`src/rtl/matmul_sequencer.sv`:
```
// Drives a shared registered ALU and a single-port memory to compute C = A x B for NxN matrices.
// Each term is fetch A, fetch B, MUL, ADD into the accumulator; each C element ends in one write.
module matmul_sequencer #(
  parameter int unsigned N      = 3,
  parameter int unsigned AW     = 8,
  parameter int unsigned DW     = 16,
  parameter int unsigned A_BASE = 0,
  parameter int unsigned B_BASE = 16,
  parameter int unsigned C_BASE = 32
) (
  input  logic          clk,
  input  logic          rst_n,
  input  logic          start,
  output logic          busy,
  output logic          done,
  output logic [AW-1:0] mem_addr,
  output logic          mem_rd,
  input  logic [DW-1:0] mem_rdata,
  output logic          mem_wr,
  output logic [DW-1:0] mem_wdata,
  output logic [DW-1:0] alu_in1,
  output logic [DW-1:0] alu_in2,
  output logic [1:0]    alu_control,
  input  logic [DW-1:0] alu_out
);

  localparam int unsigned CW = (N > 1) ? $clog2(N) : 1;
  localparam logic [CW-1:0] Last = CW'(N - 1);

  localparam logic [1:0] AluNop = 2'b00;
  localparam logic [1:0] AluMul = 2'b01;
  localparam logic [1:0] AluAdd = 2'b10;

  typedef enum logic [3:0] {
    StIdle, StRdA, StRdB, StLdB, StMul, StMulW, StAdd, StAddW, StWrite, StDone
  } state_e;

  state_e        state_q, state_d;
  logic [CW-1:0] i_q, i_d, j_q, j_d, k_q, k_d;
  logic [DW-1:0] acc_q, acc_d, opa_q, opa_d, opb_q, opb_d, prod_q, prod_d;

  logic [AW-1:0] a_addr, b_addr, c_addr;

  // Row-major addressing, wrapping modulo 2^AW.
  assign a_addr = AW'(A_BASE) + AW'(i_q) * AW'(N) + AW'(k_q);
  assign b_addr = AW'(B_BASE) + AW'(k_q) * AW'(N) + AW'(j_q);
  assign c_addr = AW'(C_BASE) + AW'(i_q) * AW'(N) + AW'(j_q);

  always_ff @(posedge clk or negedge rst_n) begin
    if (!rst_n) begin
      state_q <= StIdle;
    end else begin
      state_q <= state_d;
    end
  end

  always_ff @(posedge clk or negedge rst_n) begin
    if (!rst_n) begin
      i_q    <= '0;
      j_q    <= '0;
      k_q    <= '0;
      acc_q  <= '0;
      opa_q  <= '0;
      opb_q  <= '0;
      prod_q <= '0;
    end else begin
      i_q    <= i_d;
      j_q    <= j_d;
      k_q    <= k_d;
      acc_q  <= acc_d;
      opa_q  <= opa_d;
      opb_q  <= opb_d;
      prod_q <= prod_d;
    end
  end

  always_comb begin
    state_d = state_q;
    i_d     = i_q;
    j_d     = j_q;
    k_d     = k_q;
    acc_d   = acc_q;
    opa_d   = opa_q;
    opb_d   = opb_q;
    prod_d  = prod_q;
    case (state_q)
      StIdle: begin
        if (start) begin
          state_d = StRdA;
          i_d     = '0;
          j_d     = '0;
          k_d     = '0;
          acc_d   = '0;
        end
      end
      StRdA:  state_d = StRdB;
      StRdB: begin
        opa_d   = mem_rdata;
        state_d = StLdB;
      end
      StLdB: begin
        opb_d   = mem_rdata;
        state_d = StMul;
      end
      StMul:  state_d = StMulW;
      StMulW: begin
        prod_d  = alu_out;
        state_d = StAdd;
      end
      StAdd:  state_d = StAddW;
      StAddW: begin
        acc_d = alu_out;
        if (k_q == Last) begin
          state_d = StWrite;
        end else begin
          k_d     = k_q + CW'(1);
          state_d = StRdA;
        end
      end
      StWrite: begin
        acc_d   = '0;
        k_d     = '0;
        state_d = StRdA;
        if (j_q == Last) begin
          j_d = '0;
          i_d = i_q + CW'(1);
          if (i_q == Last) state_d = StDone;
        end else begin
          j_d = j_q + CW'(1);
        end
      end
      StDone:  state_d = StIdle;
      default: state_d = StIdle;
    endcase
  end

  always_comb begin
    busy        = (state_q != StIdle);
    done        = 1'b0;
    mem_addr    = '0;
    mem_rd      = 1'b0;
    mem_wr      = 1'b0;
    mem_wdata   = '0;
    alu_in1     = '0;
    alu_in2     = '0;
    alu_control = AluNop;
    case (state_q)
      StRdA: begin
        mem_rd   = 1'b1;
        mem_addr = a_addr;
      end
      StRdB: begin
        mem_rd   = 1'b1;
        mem_addr = b_addr;
      end
      StMul: begin
        alu_in1     = opa_q;
        alu_in2     = opb_q;
        alu_control = AluMul;
      end
      StAdd: begin
        alu_in1     = acc_q;
        alu_in2     = prod_q;
        alu_control = AluAdd;
      end
      StWrite: begin
        mem_wr    = 1'b1;
        mem_addr  = c_addr;
        mem_wdata = acc_q;
      end
      StDone:  done = 1'b1;
      default: ;
    endcase
  end

endmodule

```
`config.mk`:
```
export PLATFORM = sky130hd
export DESIGN_NAME = matmul_sequencer
export DESIGN_NICKNAME = d
export VERILOG_FILES = /design/src/rtl/matmul_sequencer.sv
export SDC_FILE = /design/constraint.sdc
export NUM_CORES = 1
export LEC_CHECK = 0
export CORE_MARGIN = 5
export CORE_UTILIZATION = 48
export DETAILED_ROUTE_END_ITERATION = 6
export GPL_TIMING_DRIVEN = 1
export PLACE_DENSITY_LB_ADDON = 0.25
export RECOVER_POWER = 50
export SYNTH_ARGS = -nofsm -noshare
export SYNTH_HDL_FRONTEND = slang
export SYNTH_SLANG_ARGS = --single-unit
```
`constraint.sdc`:
```
create_clock -name clk -period 2.15 [get_ports clk]
set_input_delay 0.215 -clock clk [delete_from_list [all_inputs] [get_ports clk]]
set_output_delay 0.215 -clock clk [all_outputs]
set_load 0.02 [all_outputs]
```
==> impl_metrics.json, run 1 <==
{
  "dp_hpwl_um": 7430,
  "violations": "setup timing",
  "grt_usage_pct": 21.7,
  "ant_nets": 0,
  "cts.sinks": 74,
  "rsz0062_at_grt": "yes",
  "crit_slowest_cell": "fa_1",
  "synth_ff_type": "dfrtp_1",
  "tightest_slew_ns": 0.693,
  "clk_transition_reported_paths_ns": 0.08,
  "vias": 3140,
  "avgViaCountPerCell": 5.47,
  "synth_compound_area_share_pct": 16.2,
  "avgSynthCellArea_um2": 11.2,
  "die_area_um2": 9580,
  "switchingPower_mw": 0.638,
  "crit_chain": "fa_1 > ha_1 > inv_1 > fa_1 > o21ai_1 > buf_4",
  "antenna_found_initial": 0,
  "firstDrtPassIters": 4,
  "worstPathArrival_ns": 2.17,
  "netSwitchingFraction_pct": 23.2,
  "drive_gt1_share_pct": 33.9,
  "grt_pass1_vias": 3278,
  "start_kind": "flip-flop",
  "root_buffer": "clkbuf_8",
  "crit_path_max_incr_delay_ns": 0.55,
  "cp_common_cell": "fa_1",
  "drt_first_iter_violations": 117,
  "worst-setup-path-type": "reg2out",
  "skew_ns": 0.0139,
  "drv_cap": 0,
  "relSlewSlack_pct": 53.8,
  "grt_pass1_wl_um": 16600,
  "path_buf_inv": 2,
  "wl_um": 10400,
  "yosysSeqAreaShare_pct": 50.0,
  "finalSetupViolCount": 6,
  "h-tree-depth": 3,
  "cts-buffers-inserted": 9,
  "hold_viol": 0,
  "drc": 0,
  "cp_top_family": "adder cells",
  "yosys.area_share.simple_pct": 13.3,
  "grt_start_max_net_pins": 48,
  "leakagePower_nw": 2.50,
  "clockBufferDepth": 2,
  "syn_area_um2": 3700,
  "hold_ws_ns": 0.433,
  "post_dp_cell_area_um2": 5030,
  "n_fill_cell": 593,
  "combinationalPowerShare_pct": 7.4,
  "crit_path_max_fanout": 2,
  "synth_edf_count": 0,
  "synthAdderAreaFrac_pct": 5.20,
  "max_freq_ghz": 0.419,
  "fin_crit_sh_pct": 111,
  "hold_class": "in2reg",
  "nNetsFinal": 515,
  "cp-end-kind": "primary output",
  "synth_top_family_by_area": "compound AO/OA/AOI/OAI gates",
  "synth_xor_area_share_pct": 0.709,
  "worst_ir_drop_vdd_mv": 0.435,
  "area_delta_synth_final_pct": 40.7,
  "cts_tree": "done",
  "stdcell_area_um2": 5210,
  "rows": 32,
  "async_reset_ff_share_pct": 100,
  "syn_inst": 332,
  "core_um2": 7610,
  "ys_ff_latch": 74,
  "overflow": 0,
  "avgRoutedWirePerCell_um": 18.1,
  "slew_viol_final": 0,
  "pwr-share-seq_pct": 53.1,
  "initial_core_util_pct": 48.7,
  "period_minus_slack_ns": 2.39,
  "io_buffers": 94,
  "power_density_nw_per_um2": 528,
  "intPower_mw": 2.11,
  "worstSkewPairLatency_ns": 0.34,
  "diodes": 0,
  "synth_warnings": 0,
  "ys_types": 39,
  "place_ws_ns": -0.357,
  "multi_input_area_um2": 1780,
  "seq_area_um2": 1850,
  "io_pins": 97,
  "setup_ws_ns": -0.239,
  "required_ns": 1.93,
  "gp_congestion": 0.895,
  "fp.dieW_um": 97.9,
  "yosys-mux-area-fraction_pct": 10.0,
  "status": "complete, but fails checks",
  "fp.dieH_um": 97.9,
  "p_clk_share_pct": 39.5
}
==> path summary, 6_finish.rpt <==
| check | from | endpoint | slack [ns] | depth (start not counted) |
|---|---|---|---|---|
| setup / recovery | j_q[1] | mem_addr[2] | -0.24 | 6 |
| hold / removal | mem_rdata[5] | opa_q[5] | 0.43 | 3 |
| setup reg to reg | state_q[2] | opb_q[12] | 0.17 | 4 |
| hold reg to reg | opa_q[5] | opa_q[5] | 0.49 | 2 |
| max in group asynchronous | rst_n | opa_q[15] | 0.55 | 3 |
| min in group asynchronous | rst_n | prod_q[1] | 0.45 | 2 |
==> kinds of logic (layout without fill, tap and decap cells) <==
| group | count (synthesis) | after routing |
|---|---|---|
| simple gates | 100 | 100 |
| fa+ha+maj | 13 | 13 |
| flops | 74 | 74 |
| mux | 33 | 33 |
| buf+inv | 35 | 174 |
| compound gates | 73 | 73 |
| xor+xnor | 3 | 3 |
| other cells | 1 | 2 |
==> state kept, by name, indices dropped and copies added, names as in the netlist <==
register  count
state_q       4
j_q           2
opb_q        16
acc_q        16
prod_q       16
k_q           2
opa_q        16
i_q           2
==> power by group through the flow <==
stage               logic (mW)  clock network [mW]  registers, mW
floorplan               0.0787                   0           1.48
global placement         0.215                   0           1.49
detailed placement       0.220                   0           1.49
CTS                      0.215                1.11           1.46
global route             0.223                1.15           1.47
finish                   0.203                1.09           1.46
==> what timing repair did <==
item                                   in CTS  in global routing
setup endpoints to repair                  58                 55
hold buffers                                1                  0
endpoints found under the hold margin      27                  0
gates resized for setup                   148                 80
setup buffers                               0                  6
cloned                                      0                  2
pin swaps                                   7                 10
==> worst min-delay path: stages <==
cell and delay [ns]:
clkdlybuf4s50_1 0.42, nand2_1 0.06, nand2_1 0.04
==> cells in the mapped netlist (2+ instances only) <==
cell type   n  area, µm²
dfrtp_1    74       1850
nand2_1    54        203
a22o_1     50        438
mux2_2     22        248
and2_1     16        100
buf_2      15       75.1
inv_1      14       52.6
mux2_1     10        113
nor2_1     10       37.5
ha_1        9        113
nand2b_1    7       43.8
buf_4       5       37.5
a21oi_1     4       20.0
fa_1        4       80.1
o21ai_0     4       20.0
a21o_1      3       22.5
nor3_1      3       15.0
o22ai_1     3       18.8
xnor2_1     3       26.3
a22oi_1     2       15.0
nor3_4      2       32.5
==> metal layers <==
metal | global-route usage, % | vias to the layer above | share of wire, %
met4 | 6.28 | 0 | 1.5
li1 | - | 1435 | -
met5 | 0 | - | 0
met1 | 27.6 | 1603 | 43
met3 | 4.71 | 14 | 4.6
met2 | 37.3 | 88 | 51
==> cells in the final DEF (no fill, tap or decap), types with 8 or more instances in the layout <==
| cell type | instances |
|---|---|
| dfrtp_1 | 73 |
| nand2_1 | 54 |
| a22o_1 | 50 |
| buf_4 | 36 |
| clkdlybuf4s50_1 | 33 |
| clkbuf_2 | 29 |
| mux2_2 | 22 |
| and2_1 | 16 |
| inv_1 | 11 |
| buf_6 | 11 |
| mux2_1 | 10 |
| clkbuf_8 | 10 |
| clkdlybuf4s15_2 | 9 |
| nor2_1 | 8 |
==> final cells by class <==
class,instances,area share [%]
clock buffer,11,2.71
tap,102,2.45
sequential,74,35.5
clock inverter,5,1.18
inverter,14,1.01
multi-input combinational,224,34.2
timing repair buffer,144,22.9
==> per-stage QoR <==
stage	instances	utilization (%)	total power, mW	setup TNS [ns]
floorplan	333	-	1.56	0
global placement	550	66.2	1.70	-1.06
detailed placement	550	66.2	1.71	-1.24
CTS	567	69.7	2.79	-0.551
global route	574	68.5	2.84	-3.44
finish	574	68.5	2.75	-0.534
Power figures use the tool's default switching activity.
==> inputs of run 2 (changes only) <==
DONT_BUFFER_PORTS = 1   (was default)
TNS_END_PERCENT = 1   (was default)
==> run 2 against run 1 <==
Compared with the run above:
- the run still ends with setup timing left
- first-iteration DRC count is 6.0% higher
- count of clock-buffer cells in the layout stayed put
- sequential power hardly changed
- sequential share of layout area is 5.3 points higher
- die area stayed put
- worst hold slack worse by 0.42 ns
- flip-flop and latch count stayed put
- cell count is 15% lower
- critical path type unchanged
==> impl_metrics.json, run 2 (synthesis gave the netlist of run 1 again) <==
{
  "period_minus_slack_ns": 2.43,
  "cts_tree": "done",
  "final_util_pct": 59.7,
  "violations": "setup timing",
  "worst_ir_drop_vdd_mv": 0.394,
  "cp-end-kind": "primary output",
  "worstPathArrival_ns": 2.21,
  "area_delta_synth_final_pct": 22.5,
  "io_pins": 97,
  "fp.dieH_um": 97.9,
  "rrSetupSlack_ns": 0.26,
  "wl_um": 9920,
  "stdcell_area_um2": 4540,
  "root_buffer": "clkbuf_8",
  "core_um2": 7610,
  "switchingPower_mw": 0.614,
  "worstSkewPairLatency_ns": 0.34,
  "ant_nets": 0,
  "drv_cap": 0,
  "nNetsFinal": 430,
  "leakagePower_nw": 2.09,
  "hold_ws_ns": 0.0147,
  "power_mw": 2.69,
  "pwr-share-seq_pct": 54.2,
  "combinationalPowerShare_pct": 6.0,
  "diodes": 0,
  "overflow": 0,
  "start_kind": "flip-flop",
  "intPower_mw": 2.08,
  "setup_ws_ns": -0.277,
  "drt_first_iter_violations": 124,
  "grt_pass1_vias": 2922,
  "relSlewSlack_pct": 33.9,
  "n_fill_cell": 660,
  "fin_crit_sh_pct": 113,
  "die_area_um2": 9580,
  "rows": 32,
  "cts.sinks": 74,
  "initial_core_util_pct": 48.7,
  "post_dp_cell_area_um2": 3950,
  "worst-setup-path-type": "reg2out",
  "layout_common_cells": "dfrtp_1 (73), nand2_1 (55), a22o_1 (49)",
  "power_density_nw_per_um2": 593,
  "slew_viol_final": 0,
  "drc": 0,
  "crit_path_max_fanout": 2,
  "firstDrtPassIters": 4,
  "grt_pass1_wl_um": 15900,
  "cts-buffers-inserted": 9,
  "hold_class": "in2reg",
  "required_ns": 1.93,
  "clockBufferDepth": 2,
  "final_common_cell": "dfrtp_1",
  "netSwitchingFraction_pct": 22.8,
  "p_clk_share_pct": 39.8,
  "rsz0062_at_grt": "yes",
  "io_buffers": 0,
  "h-tree-depth": 3,
  "gp_congestion": 0.877,
  "hold_viol": 0,
  "clk_transition_reported_paths_ns": 0.07,
  "grt_start_max_net_pins": 75,
  "avgRoutedWirePerCell_um": 20.3,
  "finalSetupViolCount": 4,
  "antenna_found_initial": 0,
  "drive_gt1_share_pct": 23.8,
  "tightest_slew_ns": 0.991,
  "vias": 2724,
  "status": "complete, but fails checks",
  "max_freq_ghz": 0.412,
  "grt_usage_pct": 20.9,
  "skew_ns": 0.00674,
  "dp_hpwl_um": 6530,
  "fp.dieW_um": 97.9,
  "avgViaCountPerCell": 5.58
}
run 2: final timing paths:
check	start	endpoint	cells after the start
max in group asynchronous	rst_n	state_q[1]	2
max	j_q[1]	mem_addr[2]	6
min	alu_out[3]	acc_q[3]	1
max reg2reg	state_q[0]	opb_q[0]	4
min in group asynchronous	rst_n	acc_q[5]	2
min reg2reg	opa_q[11]	opa_q[11]	2
run 2: per-layer routing:
| layer | vias up | wire, µm | share of wire [%] | track usage [%] |
|---|---|---|---|---|
| met5 | - | 0 | 0 | 0 |
| met4 | 0 | 177 | 1.8 | 7.35 |
| met3 | 15 | 482 | 4.9 | 5.79 |
| met2 | 74 | 4980 | 50 | 33.0 |
| met1 | 1362 | 4290 | 43 | 27.9 |
| li1 | 1273 | - | - | - |
run 2: through the flow:
stage | TNS [ns] | worst slack [ns] | instances
floorplan | 0 | 0.00270 | 333
global placement | 0 | 0.0767 | 439
detailed placement | 0 | 0.0203 | 439
CTS | -0.548 | -0.257 | 481
global route | -2.63 | -0.362 | 488
finish | -0.595 | -0.277 | 488
run 2: critical path, stage by stage (launching register included):
cell and delay, ns:
dfrtp_1 0.40, fa_1 0.48, ha_1 0.21, inv_1 0.07
fa_2 0.43, o21ai_2 0.15, buf_6 0.14
run 2: layout make-up:
class | instances | area, µm² | share of cell area, %
Clock buffer | 11 | 141 | 3.12
Clock inverter | 4 | 51.3 | 1.13
Inverter | 14 | 55.1 | 1.21
Multi-Input combinational cell | 224 | 1770 | 38.9
Sequential cell | 74 | 1850 | 40.8
Tap cell | 102 | 128 | 2.81
Timing Repair Buffer | 59 | 543 | 12.0
run 2: power groups by stage:
stage / registers, mW / clock network [mW] / logic, mW
2_1_floorplan: 1.48 / 0 / 0.0787
3_3_place_gp: 1.49 / 0 / 0.0826
3_5_place_dp: 1.49 / 0 / 0.0852
4_1_cts: 1.46 / 1.10 / 0.158
5_1_grt: 1.47 / 1.16 / 0.180
6_report: 1.46 / 1.07 / 0.161
run 2: repair_timing:
action / in CTS / in global routing
gates resized for setup: 6 / 26
hold buffers: 25 / 7
hold endpoints to repair: 102 / 7
setup endpoints to repair: 45 / 44
pin swaps: 2 / 4
buffers inserted: 2 / 0
==> inputs of run 3 (changes only) <==
GPL_ROUTABILITY_DRIVEN = 0   (was default)
==> results of run 3 <==
Final layout, timing and power as in run 2 (identical DEF).
